--- src/rtl/cam_pkg.sv ---
// Shared types and helpers for the camera capture path.
// Holds the writer FSM state type, default frame geometry and pixel format conversion.
package cam_pkg;

   typedef enum logic {
      SYNC    = 1'b0,
      CAPTURE = 1'b1
   } state_e;

   localparam int unsigned CAM_H_PIXELS = 320;
   localparam int unsigned CAM_V_LINES  = 240;

   // Keep the top four bits of each channel; green drops its two LSBs, red/blue drop one.
   function automatic logic [11:0] rgb565_to_rgb444(input logic [15:0] p);
      return {p[15:12], p[10:7], p[4:1]};
   endfunction

endpackage

--- src/rtl/camera_frame_writer.sv ---
// Converts an RGB565 pixel stream into RGB444 BRAM writes for a ping-pong frame buffer.
// Tracks x/y position, optionally decimates, and validates each frame before flipping banks.
module camera_frame_writer
   import cam_pkg::*;
#(
   parameter int unsigned H_PIXELS  = CAM_H_PIXELS,
   parameter int unsigned V_LINES   = CAM_V_LINES,
   parameter int unsigned DEC_SHIFT = 0,
   parameter int unsigned ADDR_W    = 17
) (
   input  logic              cam_clk_in,
   input  logic              rst_in,
   input  logic [15:0]       pixel_in,
   input  logic              pixel_valid_in,
   input  logic              frame_done_in,
   output logic              wr_en_out,
   output logic [ADDR_W:0]   wr_addr_out,
   output logic [11:0]       wr_data_out,
   output logic              wr_bank_out,
   output logic [7:0]        frame_count_out,
   output logic              frame_error_out
);

   localparam int unsigned XW = (H_PIXELS > 1) ? $clog2(H_PIXELS) : 1;
   localparam int unsigned YW = $clog2(V_LINES + 1);

   localparam logic [XW-1:0] X_LAST = XW'(H_PIXELS - 1);
   localparam logic [YW-1:0] Y_END  = YW'(V_LINES);
   localparam logic [XW-1:0] X_MASK = XW'((1 << DEC_SHIFT) - 1);
   localparam logic [YW-1:0] Y_MASK = YW'((1 << DEC_SHIFT) - 1);

   state_e              state_q, state_d;
   logic [XW-1:0]       x_q, x_d;
   logic [YW-1:0]       y_q, y_d;
   logic [ADDR_W-1:0]   addr_q, addr_d;
   logic                ovf_q, ovf_d;
   logic                fd_q, fd_d;
   logic                wr_en_q, wr_en_d;
   logic [ADDR_W:0]     wr_addr_q, wr_addr_d;
   logic [11:0]         wr_data_q, wr_data_d;
   logic                bank_q, bank_d;
   logic [7:0]          count_q, count_d;
   logic                err_q, err_d;

   // Position after the current pixel, before any frame_done in the same cycle is applied.
   logic [XW-1:0]       px_x;
   logic [YW-1:0]       px_y;
   logic [ADDR_W-1:0]   px_addr;
   logic                px_ovf;
   logic                fd_rise;
   logic                eligible;
   logic                good_frame;

   always_comb begin
      state_d    = state_q;
      x_d        = x_q;
      y_d        = y_q;
      addr_d     = addr_q;
      ovf_d      = ovf_q;
      fd_d       = frame_done_in;
      wr_en_d    = 1'b0;
      wr_addr_d  = wr_addr_q;
      wr_data_d  = wr_data_q;
      bank_d     = bank_q;
      count_d    = count_q;
      err_d      = 1'b0;
      px_x       = x_q;
      px_y       = y_q;
      px_addr    = addr_q;
      px_ovf     = ovf_q;
      good_frame = 1'b0;

      fd_rise  = frame_done_in & ~fd_q;
      eligible = (y_q != Y_END) && ((x_q & X_MASK) == '0) && ((y_q & Y_MASK) == '0);

      unique case (state_q)
         SYNC: begin
            if (fd_rise) begin
               state_d = CAPTURE;
               x_d     = '0;
               y_d     = '0;
               addr_d  = '0;
               ovf_d   = 1'b0;
            end
         end

         CAPTURE: begin
            if (pixel_valid_in) begin
               if (y_q == Y_END) begin
                  px_ovf = 1'b1;
               end else if (eligible) begin
                  wr_en_d   = 1'b1;
                  wr_addr_d = {bank_q, addr_q};
                  wr_data_d = rgb565_to_rgb444(pixel_in);
                  px_addr   = addr_q + ADDR_W'(1);
               end

               if (x_q == X_LAST) begin
                  px_x = '0;
                  if (y_q != Y_END) begin
                     px_y = y_q + YW'(1);
                  end
               end else begin
                  px_x = x_q + XW'(1);
               end
            end

            if (fd_rise) begin
               good_frame = (px_y == Y_END) && (px_x == '0) && !px_ovf;
               if (good_frame) begin
                  bank_d  = ~bank_q;
                  count_d = count_q + 8'd1;
               end else begin
                  err_d = 1'b1;
               end
               x_d    = '0;
               y_d    = '0;
               addr_d = '0;
               ovf_d  = 1'b0;
            end else begin
               x_d    = px_x;
               y_d    = px_y;
               addr_d = px_addr;
               ovf_d  = px_ovf;
            end
         end

         default: state_d = SYNC;
      endcase
   end

   always_ff @(posedge cam_clk_in or posedge rst_in) begin
      if (rst_in) begin
         state_q   <= SYNC;
         x_q       <= '0;
         y_q       <= '0;
         addr_q    <= '0;
         ovf_q     <= 1'b0;
         fd_q      <= 1'b0;
         wr_en_q   <= 1'b0;
         wr_addr_q <= '0;
         wr_data_q <= '0;
         bank_q    <= 1'b0;
         count_q   <= '0;
         err_q     <= 1'b0;
      end else begin
         state_q   <= state_d;
         x_q       <= x_d;
         y_q       <= y_d;
         addr_q    <= addr_d;
         ovf_q     <= ovf_d;
         fd_q      <= fd_d;
         wr_en_q   <= wr_en_d;
         wr_addr_q <= wr_addr_d;
         wr_data_q <= wr_data_d;
         bank_q    <= bank_d;
         count_q   <= count_d;
         err_q     <= err_d;
      end
   end

   assign wr_en_out       = wr_en_q;
   assign wr_addr_out     = wr_addr_q;
   assign wr_data_out     = wr_data_q;
   assign wr_bank_out     = bank_q;
   assign frame_count_out = count_q;
   assign frame_error_out = err_q;

endmodule

--- config.mk ---
export PLATFORM = sky130hd
export DESIGN_NAME = camera_frame_writer
export DESIGN_NICKNAME = d
export VERILOG_FILES = /design/src/rtl/cam_pkg.sv /design/src/rtl/camera_frame_writer.sv
export SDC_FILE = /design/constraint.sdc
export NUM_CORES = 1
export LEC_CHECK = 0
export ABC_AREA = 1
export CORE_MARGIN = 1.5
export CORE_UTILIZATION = 45
export DETAILED_ROUTE_END_ITERATION = 8
export PLACE_DENSITY = 0.68
export SLEW_MARGIN = 20
export SYNTH_ARGS = -nofsm -noshare
export SYNTH_HDL_FRONTEND = slang
export SYNTH_SLANG_ARGS = --single-unit
--- constraint.sdc ---
create_clock -name cam_clk_in -period 3.51 [get_ports cam_clk_in]
set_input_delay 0.702 -clock cam_clk_in [delete_from_list [all_inputs] [get_ports cam_clk_in]]
set_output_delay 0.702 -clock cam_clk_in [all_outputs]
set_load 0.02 [all_outputs]
==> impl_metrics.json, run 1 <==
{
  "irDropWorstVdd_v": 0.000205,
  "globalRoute.totalOverflow": 0,
  "drt-pass1-iter-count": 4,
  "skew_ns": 0.0135,
  "rows": 34,
  "ys_warn_count": 0,
  "grtUsageTotal_pct": 20.3,
  "start_util_pct": 46.4,
  "max_freq_mhz": 364,
  "start_kind": "input pin",
  "drt_drc_violations_left": 0,
  "synth_top_flop_cell": "dfrtp_1",
  "cts_setup_buffers": 0,
  "power_per_cell_area_nw_per_um2": 385,
  "maxCapViolCount": 0,
  "fin_nets": 618,
  "clock_path_buffers": 2,
  "cts_buffers": 9,
  "post-route-min-period_ns": 2.75,
  "rsz0062_at_grt": "false",
  "path_clk_slew_ns": 0.09,
  "cts.sinks": 78,
  "port_buffers": 56,
  "io_pins": 61,
  "cp_max_fo": 8,
  "hold_viol": 0,
  "fin_ws_ns": 0.761,
  "critical_path_class": "input pin to register",
  "final_cells": 706,
  "drv_slew": 0,
  "crit_path_end_kind": "register",
  "fin_tns_setup_ns": 0,
  "via_per_inst": 5.16,
  "place_inst": 690,
  "cts_htree_levels": 3,
  "wirelength_um": 9200,
  "post-route-period-util_pct": 78.3,
  "ant_nets": 0,
  "die_area_um2": 9580,
  "synth-edff-count": 0,
  "required_ns": 3.76,
  "leakage_nw": 2.32,
  "synth.distinct_cells": 34,
  "status": "completed",
  "grt_pass1_wl_um": 16100,
  "clock_latency_ns": 0.36,
  "drive_above_1_share_pct": 8.03,
  "ys_async_sr_fraction_pct": 100,
  "routedWlPerCell_um": 13.0,
  "via_count": 3640,
  "slew_headroom_pct": 51.4,
  "cts.repair.resized": 0,
  "cts_root_buf": "clkbuf_8",
  "grt_max_degree": 79,
  "final-setup-viol-count": 0,
  "area_delta_synth_final_pct": 22.1,
  "drt_iter0_markers": 131,
  "grt_pass1_vias": 3616,
  "antenna-diode-count": 0,
  "synthCells": 533,
  "synth_nets": 558,
  "syn_avg_cell_area_um2": 7.60,
  "synth_seq_area_share_pct": 48.2,
  "die_y_um": 97.9,
  "synth_area_um2": 4050,
  "cts_tree": "built",
  "gp_congestion": 0.919,
  "dp_slack_ns": 0.405,
  "antenna_found_initial": 0,
  "hold_buffers": 0,
  "core_area_um2": 8720,
  "ys_ff_latch": 78,
  "hpwlAfterDp_um": 6480,
  "hold_path.class": "register to register",
  "crit_arrival_ns": 3.00,
  "tightestPinTransition_ns": 0.726,
  "fp.dieW_um": 97.9
}
power breakdown:
group          switching (mW)  internal, mW
clock                   0.365         0.339
combinational           0.139        0.0973
sequential             0.0276         0.937
total                   0.531          1.37
Yosys cell counts, types with 2 or more instances:
library cell | instances | share of area [%]
nor2_2 | 6 | 0.93
nand2_2 | 6 | 0.93
nand3b_1 | 2 | 0.37
nand3_1 | 32 | 4.0
a21oi_1 | 15 | 1.9
xor2_1 | 2 | 0.43
clkbuf_1 | 6 | 0.56
inv_2 | 2 | 0.19
nor3_1 | 8 | 0.99
nand3_2 | 2 | 0.49
nand2_1 | 176 | 16
o22ai_1 | 16 | 2.5
o21ai_0 | 30 | 3.7
nand4_1 | 12 | 1.9
nor2_1 | 41 | 3.8
clkinv_1 | 3 | 0.28
ha_1 | 5 | 1.5
nor4_1 | 3 | 0.46
dfrtp_1 | 78 | 48
inv_1 | 63 | 5.8
buf_2 | 6 | 0.74
a31oi_1 | 3 | 0.46
nor2_4 | 5 | 1.4
metrics by stage:
stage,instance area [µm²],total power [mW],hold slack (ns),util [%]
6_report,4940,1.90,0.476,56.7
3_3_place_gp,4740,1.22,0.453,54.3
2_1_floorplan,4050,1.12,0.476,-
5_1_grt,4940,2.00,0.511,56.7
3_5_place_dp,4740,1.22,0.459,54.3
4_1_cts,4940,1.93,0.482,56.7
flip-flops by register name, indices dropped and copies added, names as in the netlist, 8 cells and up:
register,count
frame_count_out,8
x_q,9
y_q,8
wr_data_out,12
wr_addr_out,18
addr_q,17
final timing paths:
kind | start | to | slack (ns) | cells past startpoint
hold / removal | wr_addr_out[5] | wr_addr_out[5] | 0.48 | 2
min in group asynchronous | rst_in | wr_data_out[5] | 0.73 | 3
setup / recovery | pixel_valid_in | frame_count_out[5] | 0.76 | 15
hold reg to reg | wr_addr_out[5] | wr_addr_out[5] | 0.48 | 2
max in group asynchronous | rst_in | addr_q[4] | 2.42 | 3
setup reg to reg | y_q[0] | frame_count_out[5] | 1.17 | 14
cell usage in the layout, fill, tap and decap left out, drive strengths merged:
cell type      synthesis  layout
nand3b                 2       2
clkinv                 3       5
nand3                 34      34
o21a                   1       1
o22ai                 16      16
clkinvlp               0       1
a211oi                 1       1
nor3b                  1       1
nor3                   9       9
a31oi                  3       3
xor2                   2       2
buf                    8       7
clkbuf                 6       9
nand2                183     183
o21ai                 32      32
ha                     5       5
a21oi                 15      15
inv                   65      68
xnor2                  1       1
dfrtp                 78      78
nor2                  52      52
nand4                 12      12
bufinv                 0       1
and3                   1       1
nor4                   3       3
clkdlybuf4s50          0      56
kinds of logic after synthesis:
kind of cell	Yosys count	share of synthesized area (%)
simple gates	297	32.3
buf+inv	82	8.06
flops	78	48.2
compound gates	68	9.21
fa+ha+maj	5	1.54
xor+xnor	3	0.649
per-layer routing:
layer / track usage [%] / part of all wire, % / vias up
li1: - / - / 1828
met1: 26.9 / 47 / 1726
met2: 33.5 / 48 / 74
met3: 3.29 / 3.4 / 12
met4: 8.13 / 1.5 / 0
met5: 0 / 0 / -
area by class of cell:
| type | count | area (µm²) |
|---|---|---|
| fill | 819 | 3780 |
| clock buffer | 9 | 124 |
| sequential | 78 | 1950 |
| timing repair buffer | 63 | 626 |
| clock inverter | 7 | 80.1 |
| multi-input combinational | 373 | 1770 |
| tap | 108 | 135 |
| inverter | 68 | 255 |
critical path, cell delays in order:
cell and delay [ns]:
clkdlybuf4s50_1 0.63, inv_1 0.13, nor2_2 0.16, nand2_2 0.08
nor2_4 0.18, nand2_1 0.09, nand2_2 0.08, nand2_1 0.05
nor2_1 0.13, nand3_1 0.12, nor2_2 0.27, buf_4 0.18
nand3_1 0.06, nand2_1 0.08, nand2_1 0.05
(Power assumes the default switching activity.)
==> inputs of run 2 (changes only) <==
- PLACE_DENSITY: 0.68 -> 0.71
- clock period: 3.51 -> 2.3 ns (I/O delays scaled with it)
==> run 2 against run 1 <==
Against the previous run:
- sequential power increased by 54%
- sequential share of layout area decreased by 2.3 points
- register-to-register slack got worse by 1.0 ns
- combinational power increased by 69%
- critical endpoint unchanged
- hold slack got worse by 0.00090 ns
- clock power increased by 49%
- total power increased by 54%
- routed wire length increased by 3.9%
- global-route usage increased by 0.51 points
- largest power group unchanged
- clock-buffer cell count increased by 1
- die area unchanged
- final area increased by 6.3%
==> impl_metrics.json, run 2 (synthesis gave the netlist of run 1 again) <==
{
  "drt_drc_violations_left": 0,
  "hold_path.class": "register to register",
  "power_per_cell_area_nw_per_um2": 557,
  "largest_reg_flops": 18,
  "cts_htree_levels": 3,
  "gp_congestion": 0.895,
  "post-route-min-period_ns": 2.18,
  "via_per_inst": 5.08,
  "switching_share_pct": 27.7,
  "grt_pass1_vias": 3658,
  "dp_slack_ns": -0.331,
  "status": "completed",
  "hold_viol": 0,
  "start_util_pct": 46.4,
  "final_common_cell": "nand2_1",
  "start_kind": "register",
  "final-setup-viol-count": 0,
  "internal_power_mw": 2.12,
  "routedWlPerCell_um": 12.9,
  "rsz0062_at_grt": "true",
  "post-route-period-util_pct": 94.8,
  "cts_root_buf": "clkbuf_8",
  "p_clk_share_pct": 35.9,
  "irDropWorstVdd_v": 0.000337,
  "drt_iter0_markers": 142,
  "clock_latency_ns": 0.35,
  "area_delta_synth_final_pct": 29.7,
  "fin_ws_ns": 0.120,
  "grt_util_met2_pct": 33.1,
  "via_count": 3759,
  "die_area_um2": 9580,
  "cts_tree": "built",
  "sequentialPowerShare_pct": 50.4,
  "switchingPower_mw": 0.809,
  "final_cell_mix": "nand2_1, dfrtp_1, inv_1, clkdlybuf4s50_1",
  "hold_buffers": 0,
  "drv_slew": 0,
  "antenna-diode-count": 0,
  "leakage_nw": 2.48,
  "fp.dieW_um": 97.9,
  "crit_path_end_kind": "register",
  "crit_arrival_ns": 2.42,
  "io_pins": 61,
  "globalRoute.totalOverflow": 0,
  "rows": 34,
  "grtUsageTotal_pct": 20.9,
  "use_met1_pct": 28.1,
  "required_ns": 2.54,
  "path_clk_slew_ns": 0.08,
  "hpwlAfterDp_um": 6570,
  "finalCoreUtilization_pct": 60.3,
  "fin_tns_setup_ns": 0,
  "maxCapViolCount": 0,
  "grt_pass1_wl_um": 16500,
  "ant_nets": 0,
  "cts.sinks": 78,
  "critical_path_class": "register to register",
  "clock_path_buffers": 2,
  "slew_headroom_pct": 66.1,
  "fin_nets": 652,
  "max_freq_mhz": 459,
  "power_mw": 2.93,
  "wirelength_um": 9560,
  "skew_ns": 0.0118,
  "hold_slack_ns": 0.475,
  "cts_buffers": 9,
  "grt_max_degree": 79,
  "p_comb_share_pct": 13.6,
  "grtUsageMet3_pct": 4.15,
  "tightestPinTransition_ns": 0.503,
  "drt-pass1-iter-count": 4,
  "busiest_layer": "met2",
  "port_buffers": 56,
  "rrSetupSlack_ns": 0.12,
  "die_y_um": 97.9,
  "drive_above_1_share_pct": 14.1,
  "cp_max_fo": 8,
  "core_area_um2": 8720,
  "antenna_found_initial": 0
}
[run 2: critical path, cell delays in order (launching register included)]
cell	delay (ns)
dfrtp_1	0.42
ha_4	0.18
nand2_1	0.07
nor2_2	0.13
nand2_2	0.08
nor2_4	0.21
nor2_1	0.09
inv_1	0.06
nand2_1	0.09
nor2_4	0.12
nand3_2	0.11
nor2_4	0.16
buf_6	0.15
nand3_1	0.07
nand2_1	0.08
nand2_1	0.05
[run 2: repair_timing]
item,4_1_cts,5_1_grt
pin swaps,0,3
setup buffers,0,5
cloned,0,0
setup endpoints to repair,3,15
resized for setup,1,12
[run 2: metal layers]
metal / vias to the layer above / wire, µm
li1: 1899 / -
met2: 79 / 4500
met4: 0 / 128
met1: 1772 / 4560
met5: - / 0
met3: 9 / 367
[run 2: area by class of cell]
cell class              instances  area [µm²]
clock inverters                 6        68.8
clock buffers                  10         128
fillers                       783        3470
repair buffers                 97         900
flip-flops and latches         78        1950
well taps                     108         135
inverters                      68         259
multi-input cells             373        1810
[run 2: worst paths after layout]
| kind | start | end | depth (start not counted) |
|---|---|---|---|
| setup reg to reg | x_q[1] | frame_count_out[5] | 15 |
| min in group asynchronous | rst_in | x_q[4] | 3 |
| setup / recovery | x_q[1] | frame_count_out[5] | 15 |
| max in group asynchronous | rst_in | frame_count_out[1] | 3 |
| hold / removal | wr_data_out[4] | wr_data_out[4] | 2 |
| hold reg to reg | wr_data_out[4] | wr_data_out[4] | 2 |
[run 2: per-stage QoR]
stage	instance area (µm²)	instances
3_5_place_dp	4960	719
3_3_place_gp	4960	719
4_1_cts	5160	735
6_report	5260	740
2_1_floorplan	4050	533
5_1_grt	5260	740
[run 2: power groups by stage]
stage | combinational (mW) | sequential [mW] | clock, mW
3_5_place_dp | 0.383 | 1.50 | 0
4_1_cts | 0.387 | 1.47 | 1.07
5_1_grt | 0.442 | 1.49 | 1.14
2_1_floorplan | 0.169 | 1.54 | 0
6_report | 0.399 | 1.48 | 1.05
3_3_place_gp | 0.376 | 1.50 | 0
==> inputs of run 3 (changes only) <==
- TNS_END_PERCENT: not set -> 50
==> results of run 3 <==
The final DEF is identical to that of run 2; final timing and power are the same.
